### src/rtl/agu_arbiter.sv
// Shared LC-3b address-generation unit: two requesters are served round-robin
// through one sext/shift/add path into a registered, back-pressurable output.
module agu_arbiter (
  input  logic        clk,
  input  logic        reset,
  input  logic        req0_valid,
  output logic        req0_ready,
  input  logic [15:0] req0_inst,
  input  logic [15:0] req0_base,
  input  logic        req1_valid,
  output logic        req1_ready,
  input  logic [15:0] req1_inst,
  input  logic [15:0] req1_base,
  output logic        out_valid,
  input  logic        out_ready,
  output logic [15:0] out_addr,
  output logic        out_tag,
  output logic        out_err
);

  typedef enum logic {EMPTY = 1'b0, FULL = 1'b1} state_e;

  state_e      state_q, state_d;
  logic [15:0] addr_q, addr_d;
  logic        tag_q, tag_d;
  logic        err_q, err_d;
  logic        last_q, last_d;

  logic        can_accept;
  logic        grant0, grant1;
  logic        accept;
  logic [15:0] sel_inst, sel_base;
  logic [15:0] offset;
  logic        illegal;

  // last_q names the most recent winner; on contention the other one wins.
  always_comb begin
    can_accept = (state_q == EMPTY) | out_ready;
    grant0     = req0_valid & (~req1_valid | last_q);
    grant1     = req1_valid & (~req0_valid | ~last_q);
  end

  assign req0_ready = grant0 & can_accept & ~reset;
  assign req1_ready = grant1 & can_accept & ~reset;
  assign accept     = req0_ready | req1_ready;

  always_comb begin
    sel_inst = grant1 ? req1_inst : req0_inst;
    sel_base = grant1 ? req1_base : req0_base;
  end

  // Offsets are sign-extended first, then shifted; the top bit falls off.
  always_comb begin
    offset  = '0;
    illegal = 1'b0;
    case (sel_inst[15:12])
      4'b0000, 4'b1110: offset = {{6{sel_inst[8]}}, sel_inst[8:0], 1'b0};
      4'b0100: if (sel_inst[11]) offset = {{4{sel_inst[10]}}, sel_inst[10:0], 1'b0};
      4'b0010, 4'b0011: offset = {{10{sel_inst[5]}}, sel_inst[5:0]};
      4'b0110, 4'b0111: offset = {{9{sel_inst[5]}}, sel_inst[5:0], 1'b0};
      4'b1100: offset = '0;
      default: illegal = 1'b1;
    endcase
  end

  always_comb begin
    state_d = state_q;
    addr_d  = addr_q;
    tag_d   = tag_q;
    err_d   = err_q;
    last_d  = last_q;
    if (accept) begin
      state_d = FULL;
      addr_d  = sel_base + offset;
      tag_d   = grant1;
      err_d   = illegal;
      last_d  = grant1;
    end else if ((state_q == FULL) && out_ready) begin
      state_d = EMPTY;
    end
  end

  always_ff @(posedge clk or posedge reset) begin
    if (reset) begin
      state_q <= EMPTY;
      addr_q  <= '0;
      tag_q   <= 1'b0;
      err_q   <= 1'b0;
      last_q  <= 1'b1;
    end else begin
      state_q <= state_d;
      addr_q  <= addr_d;
      tag_q   <= tag_d;
      err_q   <= err_d;
      last_q  <= last_d;
    end
  end

  assign out_valid = (state_q == FULL);
  assign out_addr  = addr_q;
  assign out_tag   = tag_q;
  assign out_err   = err_q;

endmodule

### config.mk
export PLATFORM = sky130hd
export DESIGN_NAME = agu_arbiter
export DESIGN_NICKNAME = d
export VERILOG_FILES = /design/src/rtl/agu_arbiter.sv
export SDC_FILE = /design/constraint.sdc
export NUM_CORES = 1
export LEC_CHECK = 0
export CORE_ASPECT_RATIO = 0.9
export CORE_MARGIN = 5
export CORE_UTILIZATION = 40
export CTS_BUF_LIST = sky130_fd_sc_hd__clkbuf_8
export CTS_CLUSTER_DIAMETER = 120
export CTS_CLUSTER_SIZE = 8
export DETAILED_ROUTE_END_ITERATION = 7
export DONT_BUFFER_PORTS = 1
export HOLD_SLACK_MARGIN = 0.12
export PLACE_DENSITY = 0.55
export SLEW_MARGIN = 20
export SYNTH_ARGS = -nofsm -noshare
export SYNTH_HDL_FRONTEND = slang
export SYNTH_SLANG_ARGS = --single-unit
### constraint.sdc
create_clock -name clk -period 4.48 [get_ports clk]
set_clock_uncertainty 0.05 [all_clocks]
set_input_delay 0.448 -clock clk [delete_from_list [all_inputs] [get_ports clk]]
set_output_delay 0.448 -clock clk [all_outputs]
set_load 0.05 [all_outputs]
# --- After elaboration in Yosys (flattened, before gate mapping) ---
# Index checks and enable logic that the tools add are counted.
totals:
  ramBits: 0
  memories: 0
  word_cells: 42
  romBits: 0
  ff_bits: 20
  latch_bits: 0
  out_inout_bits: 21
op_classes:
  multipliers: 0
  n_mux: 7
  reduce_logical: 7
  div_mod_pow: 0
  bitwise_logic: 15
  n_eq_ne: 7
  n_lt_le_gt_ge: 0
  shifts: 0
  addsub: 1
ops:
  columns: ["cell", "n"]
  rows:
  - ["$pmux W16 S4", 1]
  - ["$mux W16", 3]
  - ["$add A16 B16 Y16", 1]
  - ["$eq A4 B3 Y1 const B", 3]
  - ["$eq A4 B2 Y1 const B", 2]
  - ["$eq A4 B4 Y1 const B", 2]
  - ["$reduce_or A8 Y1", 1]
  - ["$and A1 B1 Y1", 6]
  - ["$reduce_or A2 Y1", 3]
  - ["$not A1 Y1", 5]
  - ["$logic_not A4 Y1", 1]
  - ["$or A1 B1 Y1", 4]
  - ["$mux W1", 3]
  - ["$reduce_bool A2 Y1", 1]
  - ["$logic_and A1 B1 Y1", 1]

# --- Depth between registers and ports, before layout ---
logic_depth:
  ltp_word: 8
  mapped_depth: 15
  depth_no_buf: 14

# --- Worst setup path after synthesis ---
# Ideal clock, no wire load.
synth_timing:
  kind: "input port to flip-flop"
  start: "in req1_valid"
  end: "reg addr_q[13] (netlist: out_addr[13])"
  n_path_buf: 4
  arrival_time_ps: 3046
  setup_slack_ps: 1239
  path_stages: 13
  setup_ps: 146
  path_cell_list: "a21boi_4 > buf_6 > buf_2 > buf_2 > mux2_2 > ha_1 > clkbuf_1 > nand3_1 > nor2_1 > a211oi_2 > o31ai_1 > mux2i_1 > o311ai_0"
synth_via:
  elab_chain_cells: 6
synth_rtl:
  columns: ["element", "line_no", "rtl"]
  rows:
  - ["start: declaration", "10", "input logic req1_valid,"]
  - ["$and A1 B1 Y1 or $not A1 Y1 (tied branches)", "40, 39", null]
  - ["$mux W16 or $or A1 B1 Y1 (tied branches)", "48, 39", null]
  - ["$eq A4 B3 Y1 (tied with other cells)", "56", "case (sel_inst[15:12])"]
  - ["$reduce_or A2 Y1 or $and A1 B1 Y1 (tied branches)", null, null]
  - ["$pmux W16 S4 or $and A1 B1 Y1 (tied branches)", "56, 43", null]
  - ["$add A16 B16 Y16 or $or A1 B1 Y1 (tied branches)", "74, 45", null]
  - ["end signal: assignment", "92", "addr_q <= addr_d;"]
  - ["end: declaration", "24", "logic [15:0] addr_q, addr_d;"]
# Several ways; a longest one is shown, not always the timed one.
# A chain may end at the register's enable or synchronous reset.

# --- Worst setup path in the final report ---
layout_timing:
  start: "reg last_q"
  end: "reg addr_q[8] (netlist: out_addr[8])"
layout_via:
  elab_chain_cells: 8
layout_rtl:
  columns: ["element", "line_no", "rtl"]
  rows:
  - ["start: declaration", "27", "logic last_q, last_d;"]
  - ["start signal: assignment", "95", "last_q <= last_d;"]
  - ["$not A1 Y1", "40", "grant1 = req1_valid & (~req0_valid | ~last_q);"]
  - ["$or A1 B1 Y1", "40", null]
  - ["$and A1 B1 Y1", "40", null]
  - ["$mux W16", "48", "sel_inst = grant1 ? req1_inst : req0_inst;"]
  - ["$eq A4 B3 Y1 (tied with other cells)", "56", null]
  - ["$reduce_or A2 Y1", null, null]
  - ["$pmux W16 S4", "56", null]
  - ["$add A16 B16 Y16", "74", "addr_d = sel_base + offset;"]
# Several ways; a longest one is shown, not always the timed one.

==> key figures <==
Synth
  • Post-synth top flop: dfrtp_1
  • Simple-gate share of the synthesized area: 0.197
  • Synth warn: 0
  • Share of Yosys cell area claimed by the top area cell type: 0.212
  • Portion of the post-synthesis area used by sequential elements: 0.224
  • Mux cell area share after synthesis: 0.125
  • Fraction of the mapped netlist area in compound gates: 0.282
  • Post-synth cell types: 59
  • Main combinational cell family by area after synthesis: compound AO/OA/AOI/OAI gates
  • Xor/xnor cell area share of the yosys netlist: 0.0157
  • Mean cell area of the mapped netlist: 8.11 um^2
  • Cell types with the highest counts after synthesis: nand2_1, dfrtp_1, nor2_1
  • Netlist Area Pre-Place: 0.00224 mm^2
  • Net count of the mapped netlist: 361
  • Post-synth EDFFs: 0
  • Synth area leaders: dfrtp_1, ha_1, mux2_2
  • Number of synthesized register bits: 20
  • Cells after synthesis: 276
  • Area leader, netlist: dfrtp_1
  • Cell with the most instances after synthesis: nand2_1
  • Fraction of registers with async set or reset after synthesis: 1.00
  • Adder-cell share of the synthesized area: 0.0973

Critical path
  • Worst Setup Start Kind: register
  • Critical Path End Type: register
  • Critical path arrival: 3.98 ns
  • Cell with the biggest individual delay on the critical path: a21boi_4
  • Crit-path max cell delay: 0.57 ns
  • Worst Path Class, Setup: register to register
  • Cell-by-cell listing of the critical path: a21boi_4 -> a21oi_1 -> maj3_1 -> o22a_1 -> fa_1 -> nor2b_1 -> o21ai_0 -> a21boi_1 -> o2111ai_1 -> and4_1 -> o31ai_1
  • Worst Path Max Fanout: 24
  • Required @ worst endpoint: 4.60 ns

STA
  • Final Hold Viols: 0
  • Pins Over Slew Limit: 0
  • Total negative slack: 0 ns
  • RSZ-0062 raised after global routing: no
  • Post-route fraction of the period consumed by the critical path: 0.863
  • Least-Margin Pin Slew: 0.883 ns
  • Highest clock frequency the design can meet: 0.259 GHz
  • Post-layout minimum cycle time: 3.86 ns
  • Setup violations, final: 0
  • Rel. slew slack: 0.411
  • Crit path setup slack, layout: 0.616 ns
  • Worst Hold Margin: 0.203 ns

Die
  • Count of boundary I/O pins: 90
  • Core area: 0.00535 mm^2
  • Initial Util: 0.418
  • Die Outline Area: 0.00719 mm^2
  • Site Rows: 25
  • Die W: 88.9 um
  • Die span in y: 81.0 um

Global route
  • Maximum number of pins on one net before global-route repair: 38
  • Number of antenna violations at the first check in global routing: 0
  • Overall fraction of global-route tracks in use: 0.170
  • Wire length of the first global-routing pass: 9490 um
  • Vias in the first global route: 1987
  • Global-route congestion overflow total: 0

Placement
  • Number of buffer cells added on primary ports: 0
  • Pre-CTS WS: 0.528 ns
  • Post-detailed-placement half-perimeter wirelength: 4900 um
  • Cell Area, Placed: 0.00228 mm^2
  • Gpl congestion: 0.835

Route
  • Count of routing violations after the opening detailed-route iteration: 135
  • Ratio of routed vias to standard cells: 5.94
  • Final routed DRC violation total: 0
  • Detail-routed net length per standard cell: 17.9 um
  • Total via count in the routed design: 2021
  • Number of nets still failing antenna checks after routing: 0
  • DR pass1 iterations: 4
  • Total Routed Length: 6070 um

Power
  • Static leakage: 0.00102 uW
  • Overall power: 1000 uW
  • Max IR drop VDD: 0.205 mV
  • Power density over the cells: 429 mW/mm^2

Clock tree
  • H-Tree Depth: 1
  • Clk Latency, worst-skew pair: 0.26 ns
  • Total clock buffers created by CTS: 3
  • Number of hold-repair buffers added at the cts stage: 0
  • Cell at the root of the clock tree: clkbuf_8
  • CTS clk-pin slew, worst paths: 0.08 ns
  • Clk sinks: 20
  • # resized after CTS: 0
  • TritonCTS clock tree: done
  • Setup repair bufs after CTS: 0
  • Maximum buffer depth of the clock tree: 2

Layout
  • Number of nets in the layout: 359
  • Number of diodes added for antenna fixing: 0
  • Fraction of final layout cells sized beyond drive strength 1: 0.125
  • Area grow syn2layout: 4.30%
  • Post-route cell area: 0.00233 mm^2
  • Filler cell count: 585

Job
  • Total of max-cap violations: 0

Status
  • Result of the run: finished clean

Worst hold path
  • Worst Hold Class: primary input to async pin
## path summary, 6_finish.rpt
path | from | to | slack [ns] | depth (start not counted)
worst max-delay path | last_q | out_addr[8] | 0.62 | 11
worst min-delay path | reset | out_err | 0.20 | 1
worst max register to register | last_q | out_addr[8] | 0.62 | 11
worst min register to register | last_q | last_q | 0.49 | 1
max in group asynchronous | reset | out_addr[2] | 3.63 | 1
min in group clk | out_ready | out_valid | 0.33 | 2
## cell type report
cell class                      count  area [um^2]  share of cell area
Inverter                           17         63.8              0.0273
Timing Repair Buffer                3         22.5             0.00965
Clock buffer                        4         55.1              0.0236
Multi-Input combinational cell    229         1610               0.689
Sequential cell                    20          502               0.215
Tap cell                           67         83.8              0.0359
## logic make-up after synthesis
group,after synthesis
AO/OA/AOI/OAI,92
XOR/XNOR,4
multiplexers,26
adder cells (fa/ha/maj),17
buffers and inverters,27
flip-flops,20
AND/OR/NAND/NOR,90
## registers in the layout, summed over array words and instances, names as in the netlist
name       flops
out_addr      16
last_q         1
out_err        1
out_tag        1
out_valid      1
## cells in the final DEF (no fill, tap or decap), drive strengths merged, types with 7 or more instances in the layout
master,instances
nand2,33
nor2,19
dfrtp,19
o21ai,19
a21oi,18
inv,17
mux2,15
ha,15
mux2i,11
a21o,9
nand3,7
nor3,7
o211ai,7
## per-stage QoR
stage	util	instances
2_1_floorplan	-	276
3_3_place_gp	0.426	336
6_report	0.436	340
3_5_place_dp	0.426	336
4_1_cts	0.436	340
5_1_grt	0.436	340
## critical path, delay by kind of cell (launching register included)
kind,cells,cell delay [ns]
AO/OA/AOI/OAI,7,2.01
adder cells (fa/ha/maj),2,0.94
flip-flops,1,0.39
AND/OR/NAND/NOR,2,0.36
## per-layer routing
layer  track usage  routed length [um]  vias to the layer above
li1              -                   -                     1016
met1         0.220                2720                      936
met2         0.292                2840                       67
met3        0.0375                 483                        2
met4        0.0272                  31                        0
met5             0                   0                        -
## report_power, final
part | switching (uW) | internal [uW]
clock network | 65.7 | 78.3
logic | 216 | 161
registers | 244 | 236
total | 525 | 476
Power figures use the tool's default switching activity.
